--- config.mk ---
export PLATFORM = sky130hd
export DESIGN_NAME = fetch_stage_flat
export DESIGN_NICKNAME = d
export VERILOG_FILES = /design/src/rtl/fetch_stage_if.sv /design/src/rtl/fetch_stage.sv /design/src/flat_wrapper.sv
export SDC_FILE = /design/constraint.sdc
export NUM_CORES = 1
export LEC_CHECK = 0
export BUFFER_PORTS_ARGS = -buffer_cell sky130_fd_sc_hd__buf_2
export CAP_MARGIN = 30
export CELL_PAD_IN_SITES_DETAIL_PLACEMENT = 0
export CELL_PAD_IN_SITES_GLOBAL_PLACEMENT = 1
export CORE_MARGIN = 5
export CORE_UTILIZATION = 38
export CTS_CLUSTER_SIZE = 12
export DETAILED_ROUTE_END_ITERATION = 10
export GPL_TIMING_DRIVEN = 0
export PLACE_DENSITY_LB_ADDON = 0.1
export SYNTH_ARGS = -nofsm -noshare
export SYNTH_HDL_FRONTEND = slang
export SYNTH_SLANG_ARGS = --single-unit
--- constraint.sdc ---
create_clock -name clk -period 1.9 [get_ports clk]
set_input_delay 0 -clock clk [delete_from_list [all_inputs] [get_ports clk]]
set_output_delay 0 -clock clk [all_outputs]
set_load 0.1 [all_outputs]
--- src/rtl/fetch_stage_if.sv ---
// Purpose: bundles the fetch stage's instruction-memory bus, the decode-side
//          stall/redirect controls and the registered IF/ID slot outputs.
// Ports (master = fetch stage side):
//   imem_addr/imem_rd out, imem_data in        instruction memory (async read)
//   stall/redirect_valid/redirect_pc in        decode-stage control
//   if_valid/if_opcode/if_rdst/if_rsrc/
//   if_imm/if_pc_next out                      IF/ID slot
interface fetch_stage_if #(
  parameter int unsigned PC_W    = 32,
  parameter int unsigned INSTR_W = 16
);
  localparam int unsigned OP_W  = 9;
  localparam int unsigned REG_W = 3;

  logic [PC_W-1:0]    imem_addr;
  logic               imem_rd;
  logic [INSTR_W-1:0] imem_data;

  logic               stall;
  logic               redirect_valid;
  logic [PC_W-1:0]    redirect_pc;

  logic               if_valid;
  logic [OP_W-1:0]    if_opcode;
  logic [REG_W-1:0]   if_rdst;
  logic [REG_W-1:0]   if_rsrc;
  logic [INSTR_W-1:0] if_imm;
  logic [PC_W-1:0]    if_pc_next;

  modport master (
    output imem_addr, imem_rd,
    input  imem_data,
    input  stall, redirect_valid, redirect_pc,
    output if_valid, if_opcode, if_rdst, if_rsrc, if_imm, if_pc_next
  );

  modport slave (
    input  imem_addr, imem_rd,
    output imem_data,
    output stall, redirect_valid, redirect_pc,
    input  if_valid, if_opcode, if_rdst, if_rsrc, if_imm, if_pc_next
  );
endinterface

--- src/rtl/fetch_stage.sv ---
// Purpose: instruction-fetch stage. Loads the 32-bit reset vector from words 0/1,
//          sequences the PC, assembles one- or two-word instructions and presents
//          them in a registered IF/ID slot. Honours stall and redirect (flush).
// Ports:
//   clk    in  rising-edge clock
//   rst_n  in  asynchronous active-low reset
//   bus    fetch_stage_if.master (memory bus, stall/redirect, IF/ID slot)
module fetch_stage #(
  parameter int unsigned PC_W    = 32,
  parameter int unsigned INSTR_W = 16
) (
  input logic           clk,
  input logic           rst_n,
  fetch_stage_if.master bus
);

  localparam int unsigned OP_W   = 9;
  localparam int unsigned REG_W  = 3;
  localparam int unsigned HOLD_W = INSTR_W - 1;

  typedef enum logic [1:0] {
    BOOT_HI = 2'd0,
    BOOT_LO = 2'd1,
    FETCH   = 2'd2,
    IMM     = 2'd3
  } state_e;

  state_e              state_q, state_d;
  logic [PC_W-1:0]     pc_q, pc_d;
  logic [PC_W-1:0]     addr_q, addr_d;
  logic [PC_W-1:0]     pc_inc;
  // First word of a two-word instruction, without its imm flag bit
  logic [HOLD_W-1:0]   hold_q, hold_d;

  logic                valid_q, valid_d;
  logic [OP_W-1:0]     opcode_q, opcode_d;
  logic [REG_W-1:0]    rdst_q, rdst_d;
  logic [REG_W-1:0]    rsrc_q, rsrc_d;
  logic [INSTR_W-1:0]  imm_q, imm_d;
  logic [PC_W-1:0]     pc_next_q, pc_next_d;

  assign pc_inc = pc_q + PC_W'(1);

  // Next-state, PC sequencing and IF/ID slot update
  always_comb begin
    state_d   = state_q;
    pc_d      = pc_q;
    hold_d    = hold_q;
    valid_d   = valid_q;
    opcode_d  = opcode_q;
    rdst_d    = rdst_q;
    rsrc_d    = rsrc_q;
    imm_d     = imm_q;
    pc_next_d = pc_next_q;

    case (state_q)
      BOOT_HI: begin
        pc_d    = {(PC_W-16)'(bus.imem_data), pc_q[15:0]};
        state_d = BOOT_LO;
      end

      BOOT_LO: begin
        pc_d    = {pc_q[PC_W-1:16], bus.imem_data};
        state_d = FETCH;
      end

      FETCH: begin
        if (bus.redirect_valid) begin
          pc_d     = bus.redirect_pc;
          valid_d  = 1'b0;
          opcode_d = '0;
          rdst_d   = '0;
          rsrc_d   = '0;
          imm_d    = '0;
        end else if (!bus.stall) begin
          pc_d = pc_inc;
          if (bus.imem_data[0]) begin
            // Two-word instruction: park the first word, emit a bubble
            hold_d   = bus.imem_data[INSTR_W-1:1];
            valid_d  = 1'b0;
            opcode_d = '0;
            rdst_d   = '0;
            rsrc_d   = '0;
            imm_d    = '0;
            state_d  = IMM;
          end else begin
            valid_d   = 1'b1;
            opcode_d  = bus.imem_data[15:7];
            rdst_d    = bus.imem_data[6:4];
            rsrc_d    = bus.imem_data[3:1];
            imm_d     = '0;
            pc_next_d = pc_inc;
          end
        end
      end

      IMM: begin
        if (bus.redirect_valid) begin
          pc_d     = bus.redirect_pc;
          hold_d   = '0;
          valid_d  = 1'b0;
          opcode_d = '0;
          rdst_d   = '0;
          rsrc_d   = '0;
          imm_d    = '0;
          state_d  = FETCH;
        end else if (!bus.stall) begin
          valid_d   = 1'b1;
          opcode_d  = hold_q[14:6];
          rdst_d    = hold_q[5:3];
          rsrc_d    = hold_q[2:0];
          imm_d     = bus.imem_data;
          pc_next_d = pc_inc;
          pc_d      = pc_inc;
          state_d   = FETCH;
        end
      end

      default: state_d = BOOT_HI;
    endcase

    // Memory address is registered; it follows the state/PC being entered
    case (state_d)
      BOOT_HI: addr_d = '0;
      BOOT_LO: addr_d = PC_W'(1);
      default: addr_d = pc_d;
    endcase
  end

  // State and output registers
  always_ff @(posedge clk or negedge rst_n) begin
    if (!rst_n) begin
      state_q   <= BOOT_HI;
      pc_q      <= '0;
      addr_q    <= '0;
      hold_q    <= '0;
      valid_q   <= 1'b0;
      opcode_q  <= '0;
      rdst_q    <= '0;
      rsrc_q    <= '0;
      imm_q     <= '0;
      pc_next_q <= '0;
    end else begin
      state_q   <= state_d;
      pc_q      <= pc_d;
      addr_q    <= addr_d;
      hold_q    <= hold_d;
      valid_q   <= valid_d;
      opcode_q  <= opcode_d;
      rdst_q    <= rdst_d;
      rsrc_q    <= rsrc_d;
      imm_q     <= imm_d;
      pc_next_q <= pc_next_d;
    end
  end

  // Every state reads memory; the read strobe is low only while held in reset
  assign bus.imem_rd    = rst_n;
  assign bus.imem_addr  = addr_q;
  assign bus.if_valid   = valid_q;
  assign bus.if_opcode  = opcode_q;
  assign bus.if_rdst    = rdst_q;
  assign bus.if_rsrc    = rsrc_q;
  assign bus.if_imm     = imm_q;
  assign bus.if_pc_next = pc_next_q;

endmodule
--- src/flat_wrapper.sv ---
// flat-port wrapper written by rule: the top's interface ports become plain ports
module fetch_stage_flat 
#(
  parameter int unsigned PC_W    = 32,
  parameter int unsigned INSTR_W = 16
)
  (clk, rst_n, bus_imem_addr, bus_imem_rd, bus_imem_data, bus_stall, bus_redirect_valid, bus_redirect_pc, bus_if_valid, bus_if_opcode, bus_if_rdst, bus_if_rsrc, bus_if_imm, bus_if_pc_next);
  fetch_stage_if #(.PC_W(PC_W), .INSTR_W(INSTR_W)) bus_i ();
  input logic clk;
  input logic rst_n;
  output wire logic [$bits(bus_i.imem_addr)-1:0] bus_imem_addr;
  output wire logic [$bits(bus_i.imem_rd)-1:0] bus_imem_rd;
  input wire logic [$bits(bus_i.imem_data)-1:0] bus_imem_data;
  input wire logic [$bits(bus_i.stall)-1:0] bus_stall;
  input wire logic [$bits(bus_i.redirect_valid)-1:0] bus_redirect_valid;
  input wire logic [$bits(bus_i.redirect_pc)-1:0] bus_redirect_pc;
  output wire logic [$bits(bus_i.if_valid)-1:0] bus_if_valid;
  output wire logic [$bits(bus_i.if_opcode)-1:0] bus_if_opcode;
  output wire logic [$bits(bus_i.if_rdst)-1:0] bus_if_rdst;
  output wire logic [$bits(bus_i.if_rsrc)-1:0] bus_if_rsrc;
  output wire logic [$bits(bus_i.if_imm)-1:0] bus_if_imm;
  output wire logic [$bits(bus_i.if_pc_next)-1:0] bus_if_pc_next;
  assign bus_imem_addr = bus_i.imem_addr;
  assign bus_imem_rd = bus_i.imem_rd;
  assign bus_i.imem_data = bus_imem_data;
  assign bus_i.stall = bus_stall;
  assign bus_i.redirect_valid = bus_redirect_valid;
  assign bus_i.redirect_pc = bus_redirect_pc;
  assign bus_if_valid = bus_i.if_valid;
  assign bus_if_opcode = bus_i.if_opcode;
  assign bus_if_rdst = bus_i.if_rdst;
  assign bus_if_rsrc = bus_i.if_rsrc;
  assign bus_if_imm = bus_i.if_imm;
  assign bus_if_pc_next = bus_i.if_pc_next;
  fetch_stage #(.PC_W(PC_W), .INSTR_W(INSTR_W)) u_core (.clk(clk), .rst_n(rst_n), .bus(bus_i));
endmodule
==> flow_summary.html <==
<table>
<tr><th>Metric</th><th>Value</th></tr>
<tr><th colspan="2">Global routing</th></tr>
<tr><td>Global routing usage summed across all routing layers</td><td>0.2522</td></tr>
<tr><td>Antenna violations before repair</td><td>1</td></tr>
<tr><td>Pin count of the biggest net entering global routing</td><td>88</td></tr>
<tr><td>First-pass GRT wire length</td><td>41720 um</td></tr>
<tr><td>Number of global-route vias before repair</td><td>7026</td></tr>
<tr><td>Total overflow reported by the global router</td><td>0</td></tr>
<tr><th colspan="2">Logic synthesis</th></tr>
<tr><td>Most common flop cell mapped by yosys</td><td>sky130_fd_sc_hd__dfrtp_1</td></tr>
<tr><td>Post-synthesis cell count</td><td>732</td></tr>
<tr><td>Total number of yosys warnings</td><td>0</td></tr>
<tr><td>Net count after synthesis</td><td>785</td></tr>
<tr><td>Asr flop ratio synth</td><td>1.000</td></tr>
<tr><td>Sequential element share of the synthesized area</td><td>0.5086</td></tr>
<tr><td>Number of flops mapped to enable cells by yosys</td><td>0</td></tr>
<tr><td>Avg Synthesized Cell Area</td><td>9.746 um^2</td></tr>
<tr><td>Count of distinct cell types in the synthesized netlist</td><td>55</td></tr>
<tr><td>Mapped Area</td><td>7134 um^2</td></tr>
<tr><td>Seq cells post-synth</td><td>145</td></tr>
<tr><th colspan="2">Critical path</th></tr>
<tr><td>Register-to-Register Setup Slack</td><td>-220 ps</td></tr>
<tr><td>Arrival time of the worst setup path</td><td>2410 ps</td></tr>
<tr><td>Slowest-stage cell, CP</td><td>sky130_fd_sc_hd__dfrtp_1</td></tr>
<tr><td>Largest fanout on the critical path</td><td>3</td></tr>
<tr><td>Launch point of the worst path</td><td>u_core.pc_q[1]$_DFF_PN0_</td></tr>
<tr><td>Startpoint types</td><td>flip-flop</td></tr>
<tr><td>Largest stage delay on the critical path</td><td>420 ps</td></tr>
<tr><td>Crit-path cells</td><td>ha_4 &gt; nand3_4 &gt; nor4_4 &gt; buf_4 &gt; nand4_1 &gt; mux2i_1 &gt; or3_1</td></tr>
<tr><td>Required time of the critical path</td><td>2190 ps</td></tr>
<tr><td>Crit Path Class</td><td>reg2reg</td></tr>
<tr><td>Endpoint kind of the worst setup timing path</td><td>flip-flop</td></tr>
<tr><td>Startpoint of the worst register-to-register path</td><td>u_core.pc_q[1]$_DFF_PN0_</td></tr>
<tr><th colspan="2">Cells and area</th></tr>
<tr><td>Share of final-layout standard cells stronger than drive strength 1</td><td>0.3320</td></tr>
<tr><td>Fillers</td><td>1686</td></tr>
<tr><td>Commonest cells after routing, fill and taps aside</td><td>sky130_fd_sc_hd__buf_2 (151), sky130_fd_sc_hd__dfrtp_1 (137), sky130_fd_sc_hd__nand2_1 (78)</td></tr>
<tr><td>Most common library cell in the layout ignoring fill and taps</td><td>sky130_fd_sc_hd__buf_2</td></tr>
<tr><td>Antenna cell count</td><td>0</td></tr>
<tr><td>Area growth, synth to finish</td><td>39.53%</td></tr>
<tr><td>Nets@finish</td><td>1028</td></tr>
<tr><td>Final non-filler cell total</td><td>1222</td></tr>
<tr><th colspan="2">Floorplan</th></tr>
<tr><td>Top Ports</td><td>149</td></tr>
<tr><td>Floorplan row count</td><td>50</td></tr>
<tr><td>Core box area</td><td>18580 um^2</td></tr>
<tr><td>Die boundary height</td><td>147.0 um</td></tr>
<tr><td>Initial cell density of the core</td><td>0.3840</td></tr>
<tr><td>Die span in x</td><td>147.0 um</td></tr>
<tr><td>Floorplan die area</td><td>21610 um^2</td></tr>
<tr><th colspan="2">Place</th></tr>
<tr><td>Total instance count after detailed placement</td><td>1115</td></tr>
<tr><td>Port Buf Inserts</td><td>148</td></tr>
<tr><td>HPWL after DPL</td><td>18990 um</td></tr>
<tr><td>GPL Wtd Cong</td><td>0.8907</td></tr>
<tr><th colspan="2">Job</th></tr>
<tr><td>Maxcap violations</td><td>0</td></tr>
<tr><th colspan="2">CTS</th></tr>
<tr><td>Clk Tree Root Cell</td><td>sky130_fd_sc_hd__clkbuf_16</td></tr>
<tr><td>Number of levels in the clock H-tree</td><td>4</td></tr>
<tr><td>CTS Buf Count</td><td>17</td></tr>
<tr><td># clock sinks</td><td>145</td></tr>
<tr><td>Clk_lat worst skew</td><td>420 ps</td></tr>
<tr><td>Number of buffers on the longest clock path</td><td>2</td></tr>
<tr><td>Quantity of hold-fixing buffers added after cts</td><td>32</td></tr>
<tr><td>Clock transition at the registers of the reported paths</td><td>60 ps</td></tr>
<tr><td>CTS tree</td><td>built</td></tr>
<tr><th colspan="2">Timing</th></tr>
<tr><td>Fin crit share</td><td>1.113</td></tr>
<tr><td>Final Hold Slack</td><td>-441.8 ps</td></tr>
<tr><td>Worst slew margin relative to its limit</td><td>0.4602</td></tr>
<tr><td>Hold Vio Cnt, Final</td><td>59</td></tr>
<tr><td>Maximum operating frequency</td><td>0.4727 GHz</td></tr>
<tr><td>Setup repair after global routing missed its margin</td><td>yes</td></tr>
<tr><td>Final setup vio count</td><td>37</td></tr>
<tr><td>Final min period</td><td>2115 ps</td></tr>
<tr><td>Clock Skew</td><td>6.987 ps</td></tr>
<tr><td>PnR worst setup slack</td><td>-215.5 ps</td></tr>
<tr><td>Max Transition Viols Final</td><td>0</td></tr>
<tr><td>Worst-margin pin slew</td><td>809.7 ps</td></tr>
<tr><th colspan="2">Routing</th></tr>
<tr><td>Detailed-route wire length per cell</td><td>22.66 um</td></tr>
<tr><td>Total via count after detailed routing</td><td>6953</td></tr>
<tr><td>Post-route DRC</td><td>0</td></tr>
<tr><td>Vias/cell</td><td>5.690</td></tr>
<tr><td>Router iterations before antenna repair</td><td>6</td></tr>
<tr><td>Total length of routed wires</td><td>27690 um</td></tr>
<tr><td>Antenna Violating Nets Remaining</td><td>0</td></tr>
<tr><td>Starting DRC count in detailed routing</td><td>631</td></tr>
<tr><th colspan="2">Pwr</th></tr>
<tr><td>Leakage</td><td>0.004793 uW</td></tr>
<tr><td>Final Power</td><td>12930 uW</td></tr>
<tr><td>IR Drop Worst-Case VDD</td><td>643.7 uV</td></tr>
<tr><td>Pwr dens</td><td>1299 nW/um^2</td></tr>
<tr><th colspan="2">Min path</th></tr>
<tr><td>Type of the most critical hold path</td><td>in2async</td></tr>
<tr><th colspan="2">Status</th></tr>
<tr><td>Failing checks</td><td>hold timing, setup timing</td></tr>
<tr><td>Outcome</td><td>complete, but fails checks</td></tr>
</table>
## worst max-delay path, delay by kind of cell, from the launching register on
| kind | cells | cell delay, ps |
|---|---|---|
| muxes | 1 | 190 |
| buffers and inverters | 1 | 190 |
| DFF | 1 | 420 |
| and+or+nand+nor | 4 | 1000 |
| adders and majority gates | 1 | 180 |
## final timing paths
kind,end,depth (start not counted)
max reg2reg,u_core.pc_q[24]$_DFF_PN0_,7
min,u_core.bus.if_pc_next[2]$_DFFE_PN0P_,1
min in group clk,u_core.bus.if_opcode[4]$_DFFE_PN0P_,3
max,u_core.pc_q[24]$_DFF_PN0_,7
min reg2reg,u_core.bus.if_pc_next[0]$_DFFE_PN0P_,2
max in group asynchronous,u_core.pc_q[20]$_DFF_PN0_,2
## through the flow
stage / setup WS (ps) / util / cell area (um^2) / setup TNS [ps]
3_5_place_dp: -1097 / 0.4430 / 8230 / -74590
4_1_cts: -121.0 / 0.5172 / 9609 / -626.4
2_1_floorplan: -9.155 / - / 7163 / -9.155
3_3_place_gp: -1338 / 0.4411 / 8197 / -257510
6_report: -215.5 / 0.5358 / 9955 / -2673
5_1_grt: -240.4 / 0.5358 / 9955 / -5887
## report_power, final
part | switching (uW) | total [uW] | internal (uW)
sequential | 381 | 4040 | 3660
combinational | 4210 | 5300 | 1090
clock | 1430 | 3580 | 2160
## timing repair
item	4_1_cts	5_1_grt
buffers inserted	28	19
setup endpoints to repair	133	89
pin swaps	16	32
endpoints found under the hold margin	135	59
resized for setup	72	74
## layer usage
metal  share of wire  global-route usage
met1            0.42              0.3404
met2            0.47              0.4132
met3           0.084             0.05367
met4           0.025             0.06990
met5         0.00025                   0
## cells by family (layout without fill, tap and decap cells)
kind of cell | Yosys count | in the layout | share of synthesized area
xor+xnor | 37 | 37 | 0.04542
flops | 145 | 145 | 0.5086
mux | 20 | 20 | 0.02841
fa+ha+maj | 1 | 1 | 0.001753
compound gates | 209 | 209 | 0.2033
buf+inv | 88 | 344 | 0.04910
simple gates | 232 | 232 | 0.1635
## cell usage after synthesis, types with 15 or more instances
cell,n,area (um^2)
sky130_fd_sc_hd__nand4_1,19,118.9
sky130_fd_sc_hd__clkbuf_1,40,150.1
sky130_fd_sc_hd__nor2_1,47,176.4
sky130_fd_sc_hd__xnor2_1,22,192.7
sky130_fd_sc_hd__nand2b_1,15,93.84
sky130_fd_sc_hd__nand2_1,83,311.6
sky130_fd_sc_hd__a22o_1,37,324.1
sky130_fd_sc_hd__xor2_1,15,131.4
sky130_fd_sc_hd__a21oi_1,24,120.1
sky130_fd_sc_hd__dfrtp_1,145,3628
sky130_fd_sc_hd__a222oi_1,15,150.1
sky130_fd_sc_hd__o21ai_0,65,325.3
sky130_fd_sc_hd__nand3_1,17,85.08
sky130_fd_sc_hd__inv_1,30,112.6
sky130_fd_sc_hd__mux2i_1,18,180.2
## registers in the layout, indices dropped and copies added, names as in the netlist
signal / count
u_core.bus.if_pc_next: 32
u_core.state_q: 2
u_core.bus.imem_addr: 32
u_core.bus.if_rsrc: 3
u_core.bus.if_valid: 1
u_core.pc_q: 32
u_core.hold_q: 15
u_core.bus.if_rdst: 3
u_core.bus.if_opcode: 9
u_core.bus.if_imm: 16
## cell type report
cell class | count | area [um^2] | share of cell area
plain buffers | 53 | 309.0 | 0.03105
repair buffers | 228 | 1485 | 0.1492
multi-input cells | 499 | 3486 | 0.3502
clock buffers | 19 | 452.9 | 0.04550
flip-flops and latches | 145 | 3638 | 0.3655
well taps | 234 | 292.8 | 0.02941
clock inverters | 13 | 173.9 | 0.01747
inverters | 31 | 116.4 | 0.01169
No activity file was read; power rests on OpenSTA's default activity.
